--- src/rtl/mem_arbiter_pkg.sv ---
// Shared definitions for the unified I/D memory arbiter.
// Owner encodings tag which port the RAM response in flight belongs to.
package mem_arbiter_pkg;

  localparam int DATA_W           = 32;
  localparam int DEF_ADDR_W       = 10;
  localparam int DEF_MAX_D_STREAK = 4;

  typedef logic [DATA_W-1:0] word_t;

  localparam logic [1:0] OWNER_NONE = 2'd0;
  localparam logic [1:0] OWNER_I    = 2'd1;
  localparam logic [1:0] OWNER_D    = 2'd2;

endpackage

--- src/rtl/mem_arbiter_if.sv ---
// CPU fetch/data request ports plus the shared RAM port, as seen by the arbiter (slave)
// and by the CPU/RAM side that drives it (master).
interface mem_arbiter_if
  import mem_arbiter_pkg::*;
#(
  parameter int ADDR_W = DEF_ADDR_W
);
  logic              i_req;
  logic [31:0]       i_addr;
  logic              i_gnt;
  logic              i_rvalid;
  word_t             i_rdata;

  logic              d_req;
  logic              d_we;
  logic [31:0]       d_addr;
  word_t             d_wdata;
  logic              d_gnt;
  logic              d_rvalid;
  word_t             d_rdata;

  logic              m_en;
  logic              m_we;
  logic [ADDR_W-1:0] m_addr;
  word_t             m_wdata;
  word_t             m_rdata;

  modport slave (
    input  i_req, i_addr, d_req, d_we, d_addr, d_wdata, m_rdata,
    output i_gnt, i_rvalid, i_rdata, d_gnt, d_rvalid, d_rdata,
           m_en, m_we, m_addr, m_wdata
  );

  modport master (
    output i_req, i_addr, d_req, d_we, d_addr, d_wdata, m_rdata,
    input  i_gnt, i_rvalid, i_rdata, d_gnt, d_rvalid, d_rdata,
           m_en, m_we, m_addr, m_wdata
  );
endinterface

--- src/rtl/mem_arbiter_streak_cnt.sv ---
// Saturating count of consecutive data-port wins while fetch is waiting.
// clr has priority over inc; sat flags the count has reached MAX.
module arb_streak_cnt #(
  parameter int MAX = 4,
  parameter int W   = (MAX < 1) ? 1 : $clog2(MAX + 1)
) (
  input  logic         clk,
  input  logic         rst,
  input  logic         clr,
  input  logic         inc,
  output logic [W-1:0] cnt,
  output logic         sat
);
  localparam logic [W-1:0] MAX_V = W'(MAX);

  logic [W-1:0] cnt_d, cnt_q;

  always_comb begin
    cnt_d = cnt_q;
    if (clr) begin
      cnt_d = '0;
    end else if (inc && (cnt_q != MAX_V)) begin
      cnt_d = cnt_q + W'(1);
    end
  end

  always_ff @(posedge clk) begin
    if (!rst) begin
      cnt_q <= '0;
    end else begin
      cnt_q <= cnt_d;
    end
  end

  assign cnt = cnt_q;
  assign sat = (cnt_q == MAX_V);
endmodule

--- src/rtl/mem_arbiter.sv ---
// Shares one single-port RAM between instruction fetch and data ports; data wins
// unless fetch has lost MAX_D_STREAK times in a row. One grant per cycle, 1-cycle response.
module mem_arbiter
  import mem_arbiter_pkg::*;
#(
  parameter int ADDR_W       = DEF_ADDR_W,
  parameter int MAX_D_STREAK = DEF_MAX_D_STREAK
) (
  input  logic          clk,
  input  logic          rst,
  mem_arbiter_if.slave  bus
);
  localparam int SW = (MAX_D_STREAK < 1) ? 1 : $clog2(MAX_D_STREAK + 1);

  logic          i_win, d_win;
  logic          streak_sat;
  logic [SW-1:0] streak_cnt;
  logic [1:0]    owner_d, owner_q;
  logic          d_we_d, d_we_q;

  // Grants are suppressed during reset so nothing issued then can produce a response.
  always_comb begin
    i_win = 1'b0;
    d_win = 1'b0;
    if (rst) begin
      if (bus.d_req && !(bus.i_req && streak_sat)) begin
        d_win = 1'b1;
      end else if (bus.i_req) begin
        i_win = 1'b1;
      end
    end
  end

  assign bus.i_gnt   = i_win;
  assign bus.d_gnt   = d_win;
  assign bus.m_en    = i_win | d_win;
  assign bus.m_we    = d_win & bus.d_we;
  assign bus.m_addr  = d_win ? bus.d_addr[ADDR_W+1:2] :
                       i_win ? bus.i_addr[ADDR_W+1:2] : '0;
  assign bus.m_wdata = d_win ? bus.d_wdata : '0;

  always_comb begin
    owner_d = OWNER_NONE;
    d_we_d  = 1'b0;
    if (i_win) begin
      owner_d = OWNER_I;
    end else if (d_win) begin
      owner_d = OWNER_D;
      d_we_d  = bus.d_we;
    end
  end

  always_ff @(posedge clk) begin
    if (!rst) begin
      owner_q <= OWNER_NONE;
      d_we_q  <= 1'b0;
    end else begin
      owner_q <= owner_d;
      d_we_q  <= d_we_d;
    end
  end

  arb_streak_cnt #(.MAX(MAX_D_STREAK), .W(SW)) u_streak (
    .clk (clk),
    .rst (rst),
    .clr (i_win | ~bus.i_req),
    .inc (d_win & bus.i_req),
    .cnt (streak_cnt),
    .sat (streak_sat)
  );

  // Writes are acknowledged with zero data rather than the RAM's stale read word.
  assign bus.i_rvalid = rst && (owner_q == OWNER_I);
  assign bus.d_rvalid = rst && (owner_q == OWNER_D);
  assign bus.i_rdata  = bus.i_rvalid ? bus.m_rdata : '0;
  assign bus.d_rdata  = (bus.d_rvalid && !d_we_q) ? bus.m_rdata : '0;

  logic unused_addr_bits;
  assign unused_addr_bits = ^{bus.i_addr[31:ADDR_W+2], bus.i_addr[1:0],
                              bus.d_addr[31:ADDR_W+2], bus.d_addr[1:0], streak_cnt};
endmodule
--- src/flat_wrapper.sv ---
// flat-port wrapper written by rule: the top's interface ports become plain ports
module mem_arbiter_flat import mem_arbiter_pkg::*;
#(
  parameter int ADDR_W       = DEF_ADDR_W,
  parameter int MAX_D_STREAK = DEF_MAX_D_STREAK
)
  (clk, rst, bus_i_req, bus_i_addr, bus_d_req, bus_d_we, bus_d_addr, bus_d_wdata, bus_m_rdata, bus_i_gnt, bus_i_rvalid, bus_i_rdata, bus_d_gnt, bus_d_rvalid, bus_d_rdata, bus_m_en, bus_m_we, bus_m_addr, bus_m_wdata);
  mem_arbiter_if #(.ADDR_W(ADDR_W)) bus_i ();
  input  logic clk;
  input  logic rst;
  input wire logic [$bits(bus_i.i_req)-1:0] bus_i_req;
  input wire logic [$bits(bus_i.i_addr)-1:0] bus_i_addr;
  input wire logic [$bits(bus_i.d_req)-1:0] bus_d_req;
  input wire logic [$bits(bus_i.d_we)-1:0] bus_d_we;
  input wire logic [$bits(bus_i.d_addr)-1:0] bus_d_addr;
  input wire logic [$bits(bus_i.d_wdata)-1:0] bus_d_wdata;
  input wire logic [$bits(bus_i.m_rdata)-1:0] bus_m_rdata;
  output wire logic [$bits(bus_i.i_gnt)-1:0] bus_i_gnt;
  output wire logic [$bits(bus_i.i_rvalid)-1:0] bus_i_rvalid;
  output wire logic [$bits(bus_i.i_rdata)-1:0] bus_i_rdata;
  output wire logic [$bits(bus_i.d_gnt)-1:0] bus_d_gnt;
  output wire logic [$bits(bus_i.d_rvalid)-1:0] bus_d_rvalid;
  output wire logic [$bits(bus_i.d_rdata)-1:0] bus_d_rdata;
  output wire logic [$bits(bus_i.m_en)-1:0] bus_m_en;
  output wire logic [$bits(bus_i.m_we)-1:0] bus_m_we;
  output wire logic [$bits(bus_i.m_addr)-1:0] bus_m_addr;
  output wire logic [$bits(bus_i.m_wdata)-1:0] bus_m_wdata;
  assign bus_i.i_req = bus_i_req;
  assign bus_i.i_addr = bus_i_addr;
  assign bus_i.d_req = bus_d_req;
  assign bus_i.d_we = bus_d_we;
  assign bus_i.d_addr = bus_d_addr;
  assign bus_i.d_wdata = bus_d_wdata;
  assign bus_i.m_rdata = bus_m_rdata;
  assign bus_i_gnt = bus_i.i_gnt;
  assign bus_i_rvalid = bus_i.i_rvalid;
  assign bus_i_rdata = bus_i.i_rdata;
  assign bus_d_gnt = bus_i.d_gnt;
  assign bus_d_rvalid = bus_i.d_rvalid;
  assign bus_d_rdata = bus_i.d_rdata;
  assign bus_m_en = bus_i.m_en;
  assign bus_m_we = bus_i.m_we;
  assign bus_m_addr = bus_i.m_addr;
  assign bus_m_wdata = bus_i.m_wdata;
  mem_arbiter #(.ADDR_W(ADDR_W), .MAX_D_STREAK(MAX_D_STREAK)) u_core (.clk(clk), .rst(rst), .bus(bus_i));
endmodule
--- config.mk ---
export PLATFORM = sky130hd
export DESIGN_NAME = mem_arbiter_flat
export DESIGN_NICKNAME = d
export VERILOG_FILES = /design/src/rtl/mem_arbiter_pkg.sv /design/src/rtl/mem_arbiter_if.sv /design/src/rtl/mem_arbiter_streak_cnt.sv /design/src/rtl/mem_arbiter.sv /design/src/flat_wrapper.sv
export SDC_FILE = /design/constraint.sdc
export NUM_CORES = 1
export LEC_CHECK = 0
export CAP_MARGIN = 10
export CORE_AREA = 2 2 96 98
export CTS_CLUSTER_DIAMETER = 60
export CTS_CLUSTER_SIZE = 16
export DETAILED_ROUTE_END_ITERATION = 8
export DIE_AREA = 0 0 98 100
export GPL_ROUTABILITY_DRIVEN = 1
export GPL_TIMING_DRIVEN = 0
export PLACE_DENSITY_LB_ADDON = 0.05
export SYNTH_ARGS = -nofsm -noshare
export SYNTH_HDL_FRONTEND = slang
export SYNTH_SLANG_ARGS = --single-unit
--- constraint.sdc ---
create_clock -name clk -period 2.31 [get_ports clk]
set_input_delay 0.3465 -clock clk [delete_from_list [all_inputs] [get_ports clk]]
set_output_delay 0.3465 -clock clk [all_outputs]
set_load 0.02 [all_outputs]
==> run summary <==
Clock transition at path regs = 0.03 ns
Fill cells = 949
cts bufs inserted = 3
vias in the first global route = 1572
crit-path leading delay family = buffers and inverters
routed vias = 1735
WP data arrival = 1.86 ns
cell area after synthesis = 1070 um2
Synth Area per Inst = 7.32 um2
slew margin rel. = 0.815
setup TNS = 0 ns
share of cells above drive strength 1 = 0.149
Max Cap Viol = 0
CP Data Required Time = 1.96 ns
Post-route DRC = 0
Post-Route Skew = 0.000351 ns
chip height = 100 um
I/O pins = 245
CP max stage delay = 0.34 ns
hold_buf cts = 0
most frequent cells in the layout = clkdlybuf4s50_1, and2_1, dlygate4sd2_1, clkbuf_2
Critical Path Sink Type = output port
FMAX = 453 MHz
DIE WIDTH = 98 um
worst skew pair latency = 0.22 ns
Slew Viols, Final = 0
most common cell after layout, fill and taps aside = clkdlybuf4s50_1
final worst path period share = 0.955
CTS Root Cell = clkbuf_8
Core ar. = 8890 um2
Detail Placement HPWL = 5190 um
GRT Overall Usage = 0.108
IO buf count = 200
Placed Area = 3210 um2
crit-path cells = inv_1, ha_1, a31oi_4, buf_4, buf_6, and2_1, clkdlybuf4s15_1
Mapped Nets = 281
pin count of the biggest net entering global routing = 11
status = finished, final reports clean
Critical-path top delay cell = dfxtp_1
final non-filler cell total = 466
startpoint types = flip-flop
WL/cell = 12.3 um
Initial DRC Count = 25
clk sinks = 6
worst vdd ir = 0.160 mV
worst slew pin tran = 0.277 ns
HP Class = flip-flop to flip-flop
Final Setup Violations = 0
critical path class = flip-flop to output port
cells after synthesis = 146
Synthesis Warnings = 0
PwrDens = 211 nW/um2
gpl congestion = 0.774
Setup Slack @ Placement = -0.455 ns
antenna violations before repair = 0
Synth area leaders = and2_1, dfxtp_1, a22o_1
Max FO, Critical Path = 10
clk buf depth = 2
post-route ant nets = 0
Total Die Area = 9800 um2
Total Wirelength = 5750 um
sequential share of the synthesized area = 0.112
CTS tree = built
final hold vios = 0
first-pass GRT wire length = 8520 um
H-tree depth = 1
number of synthesized flops with an enable pin = 0
Leakage = 1.55 nW
Placed Cells = 457
R2R setup slack = 0.92 ns
min cycle time layout = 2.21 ns
Starting Density = 0.120
synthesis-to-layout area growth = 197%
floorplan row count = 35
RSZ-0062 raised after global routing = yes
global route overflow = 0
Yosys top cell by area = and2_1
TritonRoute pass-1 iters = 4
post-route design area = 3170 um2
Hold Slack = 0.448 ns
final setup margin = 0.105 ns
Unique masters post-synth = 22
Worst Path Buf+Inv = 4
Vias per Instance = 3.72
Yosys top cell area share = 0.574
ys async rst share = 0
ys flop type = dfxtp_1
ANT cells = 0
Nets = 492
Seq cells post-synth = 6
-- logic make-up after synthesis --
logic type / Yosys count / synth area share
buf+inv: 13 / 0.0867
compound gates: 14 / 0.125
fa+ha+maj: 2 / 0.0234
mux: 1 / 0.00937
simple gates: 110 / 0.643
flops: 6 / 0.112
-- worst paths after layout --
check | start | endpoint | depth (start not counted)
setup / recovery | u_core.u_streak.cnt[0]$_SDFFE_PP0P_ | bus_m_wdata[17] | 7
hold / removal | u_core.u_streak.cnt[0]$_SDFFE_PP0P_ | u_core.u_streak.cnt[0]$_SDFFE_PP0P_ | 1
setup reg to reg | u_core.u_streak.cnt[0]$_SDFFE_PP0P_ | u_core.d_we_q$_SDFF_PP0_ | 6
hold reg to reg | u_core.u_streak.cnt[0]$_SDFFE_PP0P_ | u_core.u_streak.cnt[0]$_SDFFE_PP0P_ | 1
-- flip-flops by register name, summed over array words and instances (netlist names) --
signal and cells:
u_core.owner_q 2, u_core.d_we_q 1, u_core.u_streak.cnt 3
-- layout make-up --
type                            count  area, um2  area share
Buffer                             11       92.6      0.0292
Clock buffer                        3       41.3      0.0130
Inverter                            2       7.51     0.00237
Multi-Input combinational cell    127        861       0.272
Sequential cell                     6        120      0.0379
Tap cell                          111        139      0.0438
Timing Repair Buffer              206       1910       0.602
-- worst reg2reg max path, cell delays in order, from the launching register on --
cell and delay (ns):
dfxtp_1 0.34, inv_1 0.05, ha_1 0.27, a31oi_4 0.27
buf_4 0.16, buf_6 0.12, and2_1 0.13
-- layer usage --
layer  track usage  up-vias  wire (um)
li1              -      881          -
met1         0.117      747       2070
met2         0.210      105       3100
met3        0.0362        2        559
met4        0.0128        0         12
met5             0        -          0
-- metrics by stage --
step           total power, mW   util
6_report                 0.667  0.357
5_1_grt                  0.709  0.357
4_1_cts                  0.680  0.362
3_5_place_dp             0.549  0.361
3_3_place_gp             0.551  0.361
2_1_floorplan            0.266      -
-- Yosys cell counts (2+ instances only) --
library cell	count
ha_1	2
and2_1	98
buf_2	2
dfxtp_1	6
buf_6	4
nor3b_1	2
buf_4	3
nand2_1	2
nor2_1	3
clkbuf_1	2
a22o_1	10
inv_1	2
-- what timing repair did --
item | 4_1_cts | 5_1_grt
buffers inserted | 4 | 2
setup endpoints to repair | 110 | 48
pin swaps | 0 | 2
hold endpoints to repair | 0 | 0
resized for setup | 116 | 35
-- power by group --
group | internal [mW] | switching [mW]
clock | 0.112 | 0.0411
combinational | 0.241 | 0.164
sequential | 0.108 | 0.00190
Power figures use the tool's default switching activity.
